<file path="src/rtl/lcd_ctrl.sv">
// HD44780 write controller for a 4-bit bus.
// Takes one byte per request, sends it as one or two E pulses on DB7..DB4, then
// blocks further requests for the controller's execution time.
//
// Handshake: wr is a one-cycle request strobe with busy as the inverted ready.
// A request is taken on any rising edge where wr=1 and busy=0, including the cycle
// in which busy has just fallen. A wr seen while busy=1 is discarded and sets
// the sticky ovf flag, which only rst clears.
module lcd_ctrl #(
  parameter int unsigned T_SETUP = 2,
  parameter int unsigned T_EPW   = 12,
  parameter int unsigned T_HOLD  = 2,
  parameter int unsigned T_WAIT  = 1080,
  parameter int unsigned T_LONG  = 44280
) (
  input  logic       clk,
  input  logic       rst,
  input  logic       wr,
  input  logic       rs_in,
  input  logic       nib,
  input  logic [7:0] data_in,
  output logic       busy,
  output logic       ovf,
  output logic       lcd_e,
  output logic       lcd_rw,
  output logic       lcd_rs,
  output logic [3:0] lcd_db
);

  // Each state runs for T cycles, so it is entered with count T-1. A zero
  // parameter loads 0, which gives the one-cycle minimum.
  function automatic logic [15:0] load_of(input int unsigned t);
    if (t == 0) return 16'd0;
    return 16'(t - 1);
  endfunction

  localparam logic [15:0] LD_SETUP = load_of(T_SETUP);
  localparam logic [15:0] LD_EPW   = load_of(T_EPW);
  localparam logic [15:0] LD_HOLD  = load_of(T_HOLD);
  localparam logic [15:0] LD_WAIT  = load_of(T_WAIT);
  localparam logic [15:0] LD_LONG  = load_of(T_LONG);

  typedef enum logic [2:0] {
    IDLE    = 3'd0,
    SETUP_H = 3'd1,
    EHI_H   = 3'd2,
    HOLD_H  = 3'd3,
    SETUP_L = 3'd4,
    EHI_L   = 3'd5,
    HOLD_L  = 3'd6,
    WAIT    = 3'd7
  } state_t;

  state_t      state;
  state_t      state_next;
  logic [15:0] cnt;
  logic [15:0] load_val;
  logic        load;
  logic        accept;
  logic        rs_r;
  logic        nib_r;
  logic [7:0]  data_r;
  logic        long_cmd;

  // Clear display (0x01) and return home (0x02) need the long execution time.
  assign long_cmd = !rs_r && !nib_r && ((data_r == 8'h01) || (data_r == 8'h02));

  // Next state and counter reload. A state ends once its count has reached zero.
  always_comb begin
    state_next = state;
    load       = 1'b0;
    load_val   = 16'd0;
    accept     = 1'b0;
    case (state)
      IDLE: begin
        if (wr) begin
          accept     = 1'b1;
          state_next = SETUP_H;
          load       = 1'b1;
          load_val   = LD_SETUP;
        end
      end
      SETUP_H: begin
        if (cnt == 16'd0) begin
          state_next = EHI_H;
          load       = 1'b1;
          load_val   = LD_EPW;
        end
      end
      EHI_H: begin
        if (cnt == 16'd0) begin
          state_next = HOLD_H;
          load       = 1'b1;
          load_val   = LD_HOLD;
        end
      end
      HOLD_H: begin
        if (cnt == 16'd0) begin
          load = 1'b1;
          if (nib_r) begin
            state_next = WAIT;
            load_val   = LD_WAIT;
          end else begin
            state_next = SETUP_L;
            load_val   = LD_SETUP;
          end
        end
      end
      SETUP_L: begin
        if (cnt == 16'd0) begin
          state_next = EHI_L;
          load       = 1'b1;
          load_val   = LD_EPW;
        end
      end
      EHI_L: begin
        if (cnt == 16'd0) begin
          state_next = HOLD_L;
          load       = 1'b1;
          load_val   = LD_HOLD;
        end
      end
      HOLD_L: begin
        if (cnt == 16'd0) begin
          state_next = WAIT;
          load       = 1'b1;
          load_val   = long_cmd ? LD_LONG : LD_WAIT;
        end
      end
      WAIT: begin
        if (cnt == 16'd0) state_next = IDLE;
      end
      default: state_next = IDLE;
    endcase
  end

  // State register.
  always_ff @(posedge clk) begin
    if (rst) state <= IDLE;
    else     state <= state_next;
  end

  // Shared down-counter. It reloads on every state entry and stops at zero.
  always_ff @(posedge clk) begin
    if (rst)                  cnt <= 16'd0;
    else if (load)            cnt <= load_val;
    else if (cnt != 16'd0)    cnt <= cnt - 16'd1;
  end

  // Latch the request so that the inputs may change as soon as wr drops.
  always_ff @(posedge clk) begin
    if (rst) begin
      rs_r   <= 1'b0;
      nib_r  <= 1'b0;
      data_r <= 8'h00;
    end else if (accept) begin
      rs_r   <= rs_in;
      nib_r  <= nib;
      data_r <= data_in;
    end
  end

  // Sticky overflow: any request that arrives outside IDLE is lost.
  always_ff @(posedge clk) begin
    if (rst)                             ovf <= 1'b0;
    else if (wr && (state != IDLE))      ovf <= 1'b1;
  end

  // Registered bus outputs. E is decoded from the next state, so it is glitch-free
  // and rises exactly on entry to an E-high state. RS/DB keep their values in IDLE.
  always_ff @(posedge clk) begin
    if (rst) begin
      lcd_e  <= 1'b0;
      lcd_rs <= 1'b0;
      lcd_db <= 4'h0;
    end else begin
      lcd_e <= (state_next == EHI_H) || (state_next == EHI_L);
      if (accept) begin
        lcd_rs <= rs_in;
        lcd_db <= data_in[7:4];
      end else if ((state == HOLD_H) && (state_next == SETUP_L)) begin
        lcd_db <= data_r[3:0];
      end
    end
  end

  assign busy   = (state != IDLE);
  assign lcd_rw = 1'b0;

endmodule

</file>
<file path="config.mk">
export PLATFORM = sky130hd
export DESIGN_NAME = lcd_ctrl
export DESIGN_NICKNAME = d
export VERILOG_FILES = /design/src/rtl/lcd_ctrl.sv
export SDC_FILE = /design/constraint.sdc
export NUM_CORES = 1
export LEC_CHECK = 0
export CAP_MARGIN = 25
export CORE_ASPECT_RATIO = 0.75
export CORE_MARGIN = 2
export CORE_UTILIZATION = 40
export CTS_CLUSTER_SIZE = 24
export DETAILED_ROUTE_END_ITERATION = 8
export SYNTH_ARGS = -nofsm -noshare
export SYNTH_HDL_FRONTEND = slang
export SYNTH_SLANG_ARGS = --single-unit
export TNS_END_PERCENT = 20
</file>
<file path="constraint.sdc">
create_clock -name clk -period 1.7 [get_ports clk]
set_input_delay 0.34 -clock clk [delete_from_list [all_inputs] [get_ports clk]]
set_output_delay 0.34 -clock clk [all_outputs]
set_load 0.02 [all_outputs]
</file>
==> results.json, run 1 <==
{
  "outcome": "complete, but fails checks",
  "violations": "setup timing",
  "area_growth_pct": 52.60,
  "setup_viol": 20,
  "ys_seq_elements": 35,
  "insertion_delay_ps": 300,
  "fillCellCount": 364,
  "num_rows": 21,
  "cp-start-kind": "flip-flop",
  "required_ps": 1920,
  "ys_seq_area_share_pct": 38.81,
  "syn_area_um2": 1805,
  "synth_fp_nets": 232,
  "cts_max_level": 2,
  "end_kind": "flip-flop",
  "hold_end": "data_r[5]",
  "cts_tree": "done",
  "clockBufferDepth": 2,
  "diodes": 0,
  "grt_max_degree": 23,
  "fp.dieW_um": 81.58,
  "hold_depth": 2,
  "synth.avg_cell_area_um2": 8.282,
  "grt_pass1_wl_um": 8328,
  "async_flop_share_pct": 0,
  "relSlewSlack_pct": 66.30,
  "start_util_pct": 41.15,
  "clock.fmax_ghz": 0.5415,
  "fin_nets": 300,
  "tightest_slew_ps": 500.2,
  "drt_wl_total_um": 5002,
  "cts_made_buffers": 5,
  "power_density_nw_per_um2": 2373,
  "r2r-end": "cnt[6]",
  "dpl_cell_area_um2": 2420,
  "finalHoldViolations": 0,
  "most-common-layout-cells": "buf_4 (44), dfxtp_1 (31), nand2_1 (30)",
  "r2r_slack_ps": -150,
  "finalWorstSetupSlack_ps": -146.7,
  "hp-class": "reg -> reg",
  "drt_iter0_drc": 96,
  "rr_worst_depth": 8,
  "crit_arrival_ps": 2070,
  "crit_fanout": 5,
  "die_area_um2": 5073,
  "skew_ps": 11.57,
  "grt_pass1_vias": 1672,
  "worstHoldStart": "data_r[5]",
  "track_usage_pct": 21.66,
  "dp_hpwl_um": 3643,
  "yosysUniqueCellTypes": 50,
  "r2r-start": "cnt[1]",
  "maxSlewViolCount": 0,
  "p_leak_nw": 1.027,
  "vias_per_cell": 5.262,
  "cts-root-buf": "clkbuf_8",
  "path_clk_slew_ps": 80,
  "ys_warn_count": 0,
  "gr-total-overflow": 0,
  "final_common_cell": "buf_4",
  "stdcell_count": 344,
  "period_needed_ps": 1847,
  "critical_path_class": "reg -> reg",
  "via_count": 1810,
  "coreArea_um2": 4388,
  "io_buffer_count": 20,
  "rsz0062_at_grt": "yes",
  "grt_antenna_before_repair": 0,
  "min_period_over_period_pct": 108.6,
  "final_area_um2": 2755,
  "synthCells": 218,
  "drt-wirelength-per-cell_um": 14.54,
  "drive_above_1_share_pct": 37.28,
  "die_h_um": 62.19,
  "ir_drop_v": 0.001095,
  "drtPass1Iterations": 4,
  "maxCapViolCount": 0,
  "place_inst": 330,
  "place_congestion": 0.8303,
  "clock_sinks": 35,
  "yosys_most_used_dff": "dfxtp_1",
  "io_pins": 22,
  "hold_slack_ps": 462.2,
  "synth_edf_count": 0,
  "drc": 0,
  "drt.antenna.violating_nets": 0
}
[state kept, by name, summed over array words and instances (netlist names)]
register and cells:
cnt 16, data_r 8, lcd_db 4, state 3, lcd_e 1, lcd_rs 1, nib_r 1, ovf 1
[worst max-delay path, stage by stage, from the launching register on]
cell	delay [ps]
dfxtp_2	350
inv_2	50
ha_4	150
nor3b_4	150
buf_4	150
and4_4	220
a41oi_4	260
a21bo_1	250
a211oi_2	200
[logic make-up after synthesis]
family	count (synthesis)	synth area share, %
simple gates	97	28.97
compound gates	58	22.38
flops	35	38.81
buf+inv	15	3.534
xor+xnor	10	4.851
fa+ha+maj	1	0.6929
other cells	1	0.2077
mux	1	0.5544
[timing repair]
item | 4_1_cts | 5_1_grt
endpoints found under the setup margin | 25 | 25
gates resized for setup | 24 | 19
hold buffers | 0 | 0
pin swaps | 14 | 15
setup buffers | 3 | 3
cloned | 0 | 1
hold endpoints to repair | 0 | 0
[cell usage after synthesis, types with 2 or more instances]
master | instances | area [um2]
a211oi_1 | 4 | 30.03
nor3b_1 | 2 | 15.01
and3_1 | 2 | 12.51
buf_4 | 2 | 15.01
nor2_1 | 21 | 78.83
or3_1 | 5 | 31.28
nor3_1 | 6 | 30.03
inv_1 | 4 | 15.01
nand2b_1 | 4 | 25.02
clkbuf_1 | 8 | 30.03
o22ai_1 | 2 | 12.51
a311oi_1 | 5 | 43.79
nand3_1 | 8 | 40.04
a2111oi_2 | 2 | 30.03
o31a_1 | 2 | 17.52
nand2_1 | 32 | 120.1
nor3_2 | 2 | 20.02
dfxtp_1 | 35 | 700.7
nor4_1 | 3 | 18.77
a21oi_1 | 28 | 140.1
xnor2_1 | 9 | 78.83
o21ai_0 | 4 | 20.02
[metal layers]
metal	up-vias	wire (um)	track usage (%)
met5	-	0	0
met4	0	48	6.250
met3	5	275	4.797
met2	37	2119	29.51
met1	837	2558	33.76
li1	931	-	-
[final cells by class]
cell class | count | area, um2 | area share (%)
clock inverter | 3 | 43.79 | 1.589
timing repair buffer | 71 | 610.6 | 22.16
tap | 57 | 71.32 | 2.589
clock buffer | 5 | 68.82 | 2.498
multi-input combinational | 169 | 1240 | 45.00
sequential | 35 | 705.7 | 25.61
inverter | 4 | 15.01 | 0.5450
[worst max-delay path by stage]
stage,depth (start not counted),start,slack [ps],end
finish,8,cnt[1],-150,cnt[6]
CTS,9,cnt[0],-90,lcd_db[2]
detailed placement,8,cnt[0],-150,cnt[13]
floorplan,8,cnt[0],-10,cnt[6]
global placement,6,wr,-110,cnt[15]
global route,8,cnt[0],-200,cnt[6]
[per-stage QoR]
step | total power, mW | setup TNS [ps] | setup slack (ps) | util, %
finish | 6.538 | -1189 | -146.7 | 62.79
CTS | 6.269 | -506.7 | -92.72 | 60.59
detailed placement | 5.004 | -2341 | -145.3 | 55.15
floorplan | 3.467 | -14.17 | -14.17 | -
global placement | 4.976 | -1167 | -114.6 | 55.15
global route | 6.981 | -2921 | -202.6 | 62.79
[power breakdown]
| group | internal, mW | switching (mW) |
|---|---|---|
| sequential | 1.08 | 0.202 |
| combinational | 2.23 | 2.26 |
| clock | 0.437 | 0.324 |
| total | 3.75 | 2.79 |
No activity file was read; power rests on OpenSTA's default activity.
==> run 2, diff against run 1 <==
Clock period 1.7 ns to 1.85 ns, I/O delays scaled along.
==> results.json, run 2 (synthesis gave the netlist of run 1 again) <==
{
  "rsz0062_at_grt": "yes",
  "path_common_cell": "buf_6",
  "coreArea_um2": 4388,
  "final_area_um2": 2582,
  "track_usage_pct": 19.83,
  "drt-wirelength-per-cell_um": 14.07,
  "skew_ps": 3.679,
  "critical_path_class": "reg -> reg",
  "hp-class": "reg -> reg",
  "hold_slack_ps": 463.6,
  "drt.antenna.violating_nets": 0,
  "required_ps": 2050,
  "gr-total-overflow": 0,
  "die_area_um2": 5073,
  "io_pins": 22,
  "final_common_cell": "buf_4",
  "reg_top3": "cnt x16, data_r x8, lcd_db x4",
  "total_power_mw": 5.486,
  "grt_max_degree": 18,
  "dpl_cell_area_um2": 2344,
  "via_count": 1801,
  "cts_tree": "done",
  "grt_pass1_wl_um": 7762,
  "min_period_over_period_pct": 101.2,
  "insertion_delay_ps": 290,
  "finalWorstSetupSlack_ps": -22.77,
  "drtPass1Iterations": 4,
  "cts-root-buf": "clkbuf_8",
  "drt_iter0_drc": 119,
  "r2r-start": "cnt[0]",
  "ir_drop_v": 0.0009553,
  "drc": 0,
  "r2r_slack_ps": -20,
  "crit_arrival_ps": 2070,
  "start_util_pct": 41.15,
  "pre_cts_slack_ps": -51.90,
  "crit_start": "cnt[0]",
  "cpMaxStageDelayCell": "dfxtp_2",
  "outcome": "complete, but fails checks",
  "clockBufferDepth": 2,
  "die_h_um": 62.19,
  "fp.dieW_um": 81.58,
  "cp-start-kind": "flip-flop",
  "violations": "setup timing",
  "most-common-layout-cells": "buf_4 (44), dfxtp_1 (33), nand2_1 (32)",
  "drt_wl_total_um": 4755,
  "diodes": 0,
  "power_density_nw_per_um2": 2124,
  "vias_per_cell": 5.328,
  "regMostFlops": "cnt",
  "crit_fanout": 5,
  "grt_pass1_vias": 1598,
  "place_congestion": 0.8624,
  "drive_above_1_share_pct": 29.54,
  "p_leak_nw": 0.9702,
  "grt_antenna_before_repair": 0,
  "setup_viol": 1,
  "cts_max_level": 2,
  "period_needed_ps": 1873,
  "finalHoldViolations": 0,
  "maxCapViolCount": 0,
  "end_kind": "flip-flop",
  "fin_nets": 294,
  "r2r-end": "lcd_db[3]",
  "area_growth_pct": 43.04,
  "critPathCapture": "lcd_db[3]",
  "clock_sinks": 35,
  "cts_hold_buf": 0,
  "dp_hpwl_um": 3473,
  "path_cells": "inv_2 -> ha_4 -> nor3b_4 -> buf_6 -> nand4_4 -> o31ai_4 -> buf_6 -> nor2_2 -> a311oi_2",
  "cts_made_buffers": 5,
  "max_stage_delay_ps": 320,
  "num_rows": 21,
  "path_clk_slew_ps": 70,
  "clock.fmax_ghz": 0.5340,
  "largest_reg_flops": 16,
  "maxSlewViolCount": 0,
  "io_buffer_count": 20,
  "rr_worst_depth": 9
}
-- run 2: worst min path at each step --
| stage | slack, ps | to | startpoint | depth (start not counted) |
|---|---|---|---|---|
| after floorplan | 440 | data_r[6] | data_r[6] | 2 |
| after global placement | 450 | data_r[7] | data_r[7] | 2 |
| after detailed placement | 450 | data_r[7] | data_r[7] | 2 |
| after CTS | 470 | data_r[7] | data_r[7] | 2 |
| after global routing | 480 | data_r[5] | data_r[5] | 2 |
| final | 460 | data_r[5] | data_r[5] | 2 |
-- run 2: layout make-up --
class	count	area, um2
sequential	35	703.2
multi-input combinational	168	1124
clock buffer	6	82.58
fill	393	1805
inverter	4	15.01
clock inverter	2	35.03
tap	57	71.32
timing repair buffer	66	551.8
-- run 2: per-stage QoR --
stage / TNS, ps / cells / utilization (%)
floorplan: 0 / 218 / -
global placement: -219.6 / 326 / 53.41
detailed placement: -189.3 / 326 / 53.41
CTS: -2.186 / 334 / 56.86
global route: -814.1 / 338 / 58.85
finish: -22.77 / 338 / 58.85
-- run 2: routing by layer --
layer  track usage, %  up-vias  share of wire [%]
li1                 -      911                  -
met1            31.95      848                 53
met2            25.20       38                 42
met3            4.797        4                4.7
met4            6.250        0                1.2
met5                0        -                  0
-- run 2: worst max-delay path: cells and delay by family, from the launching register on --
family	cells	cell delay, ps
buffers and inverters	3	360
and+or+nand+nor	3	420
DFF	1	320
adders and majority gates	1	130
AOI/OAI and AO/OA	2	540
-- run 2: report_power, final --
| group | switching (mW) | total (mW) | internal [mW] |
|---|---|---|---|
| Combinational | 1.83 | 3.59 | 1.77 |
| Sequential | 0.184 | 1.17 | 0.988 |
| Clock | 0.287 | 0.723 | 0.436 |
| Total | 2.30 | 5.49 | 3.19 |
-- run 2: what timing repair did --
item,CTS,global route
endpoints found under the hold margin,0,0
setup buffers,0,4
gates resized for setup,6,15
pin swaps,1,8
setup endpoints to repair,10,23
==> run 3, diff against run 2 <==
Settings changed: CTS_CLUSTER_DIAMETER set to 200.
==> results of run 3 <==
The final DEF is identical to that of run 2; final timing and power are the same.
==> RTL change, RTL diff (config.mk and constraints of run 2) <==
The 8 states of `state_t` get a one-hot encoding in 8 bits.
--- a/src/rtl/lcd_ctrl.sv
+++ b/src/rtl/lcd_ctrl.sv
@@ -41,13 +41,13 @@
   localparam logic [15:0] LD_LONG  = load_of(T_LONG);
 
-  typedef enum logic [2:0] {
-    IDLE    = 3'd0,
-    SETUP_H = 3'd1,
-    EHI_H   = 3'd2,
-    HOLD_H  = 3'd3,
-    SETUP_L = 3'd4,
-    EHI_L   = 3'd5,
-    HOLD_L  = 3'd6,
-    WAIT    = 3'd7
+  typedef enum logic [7:0] {
+    IDLE    = 8'b00000001,
+    SETUP_H = 8'b00000010,
+    EHI_H   = 8'b00000100,
+    HOLD_H  = 8'b00001000,
+    SETUP_L = 8'b00010000,
+    EHI_L   = 8'b00100000,
+    HOLD_L  = 8'b01000000,
+    WAIT    = 8'b10000000
   } state_t;
 
Function: same outputs for any inputs over 10 cycles, from zero or initial values and one cycle with rst high; not proved beyond that.
==> RTL change against run 2 <==
Via count up 15%. Design area increased by 17%. Total power is 4.5% lower. Area after synthesis increased by 19%. Critical path type unchanged. Setup slack worse by 67 ps. The run still ends with negative setup slack left. Wire length is 24% higher. Critical endpoint is now cnt[7]$_SDFFE_PP0P_. Sequential power rose by 13%. Non-clock buffer count is 5 higher. Largest cell class unchanged. Sequential cell count up 5.
==> RTL change: results (changes against run 2) <==
** Run status
- Outcome: complete, but fails checks (unchanged).
- Violated checks: negative setup slack (unchanged).

** Yosys
- The compound-cell area share of the yosys netlist was 19.0% (was 22.4%).
- Top post-synthesis cells by area: sky130_fd_sc_hd__dfxtp_1 37%, sky130_fd_sc_hd__nand2_1 6.8%, sky130_fd_sc_hd__a21oi_1 5.4% (was sky130_fd_sc_hd__dfxtp_1 39%, sky130_fd_sc_hd__a21oi_1 7.8%, sky130_fd_sc_hd__nand2_1 6.7%).
- The number of nets produced by synthesis is 271 (was 232).
- Xor/xnor cell area share of the yosys netlist :: 3.68% (was 4.85%)
- Share of synthesized area spent on multiplexers :: 1.87% (was 0.554%)

** Critical path
- The data arrival time of the critical path is 2170 ps (was 2070 ps).
- R2R cell count :: 5 (was 9)
- The kind of cell with the highest combined delay on the critical path is simple AND/OR/NAND/NOR gates (was compound AO/OA/AOI/OAI gates).
- The end point of the critical path is cnt[7]$_SDFFE_PP0P_ (was lcd_db[3]$_SDFFE_PP0P_).

** GRT
- The met2 track demand over resource in global routing was 32.2% (was 25.2%).
- Global routing met1 resource utilization :: 30.3% (was 31.9%)
- The via count of the first global-routing pass is 1871 (was 1598).
- Largest net degree at the start of global routing :: 20 (was 18)
- GRT Total Usage :: 21.1% (was 19.8%)
- The global-route wire length before repair is 9.44 mm (was 7.76 mm).

** STA
- The final worst setup slack was -89.5 ps (was -22.8 ps).
- Final setup violation count :: 3 (was 1)

** Cells and area
- The number of nets in the finished design is 335 (was 294).
- Top Registers :: cnt x16, data_r x8, state x8 (was cnt x16, data_r x8, lcd_db x4)

** Placed design
- The weighted congestion reported at the end of routability-driven placement is 0.885 (was 0.862).
- Total half-perimeter wirelength after legalization and detailed placement :: 4.26 mm (was 3.47 mm)

** Route
- The DRC violation total after the first TritonRoute iteration was 177 (was 119).
- WL final :: 5.91 mm (was 4.76 mm)

** Worst hold path
- End point of the most critical hold path :: data_r[6]$_SDFFE_PP0P_ (was data_r[5]$_SDFFE_PP0P_)
==> RTL change: cell types whose count changed in the layout (fill, tap and decap cells not counted), moves of 4 or more <==
cell / delta
sky130_fd_sc_hd__nor2_1: -4
sky130_fd_sc_hd__o21ai_0: +6
sky130_fd_sc_hd__buf_4: +5
sky130_fd_sc_hd__a21oi_1: -4
sky130_fd_sc_hd__inv_1: +4
sky130_fd_sc_hd__nand2_1: +7
sky130_fd_sc_hd__xor2_1: +7
sky130_fd_sc_hd__nand3_1: -5
sky130_fd_sc_hd__o21a_1: +4
sky130_fd_sc_hd__xnor2_1: -8
sky130_fd_sc_hd__nor3_1: +8
==> RTL change: repair_timing <==
item | in CTS | in global routing
pin swaps | 0 | 8
setup buffers | 0 | 1
resized for setup | 10 | 18
setup endpoints to repair | 12 | 28
hold buffers | 0 | 0
==> RTL change: worst min-delay path, stage by stage (launching register included) <==
cell,delay [ps]
sky130_fd_sc_hd__dfxtp_1,320
sky130_fd_sc_hd__nand2_1,50
sky130_fd_sc_hd__a21oi_1,50
==> RTL change: metrics by stage <==
stage	hold WS, ps	setup TNS, ps	area, µm²	instances	total power (W)
after floorplan	436	0	2150	257	0.00297
after global placement	445	-155	2780	388	0.00414
after detailed placement	448	-216	2780	388	0.00414
after CTS	461	-21.8	2940	396	0.00504
after global routing	476	-513	3030	397	0.00557
final	456	-157	3030	397	0.00524
==> RTL change: power breakdown <==
group / internal [W] / switching, W / total, W
registers: 0.00108 / 0.000243 / 0.00132
logic: 0.00156 / 0.00160 / 0.00317
clock network: 0.000407 / 0.000343 / 0.000750
==> RTL change: layout make-up <==
cell class | instances | area share, %
sequential | 40 | 26.7
tap | 75 | 3.10
timing repair buffer | 71 | 20.1
clock inverter | 3 | 1.57
inverter | 6 | 0.744
multi-input combinational | 197 | 45.5
clock buffer | 5 | 2.27
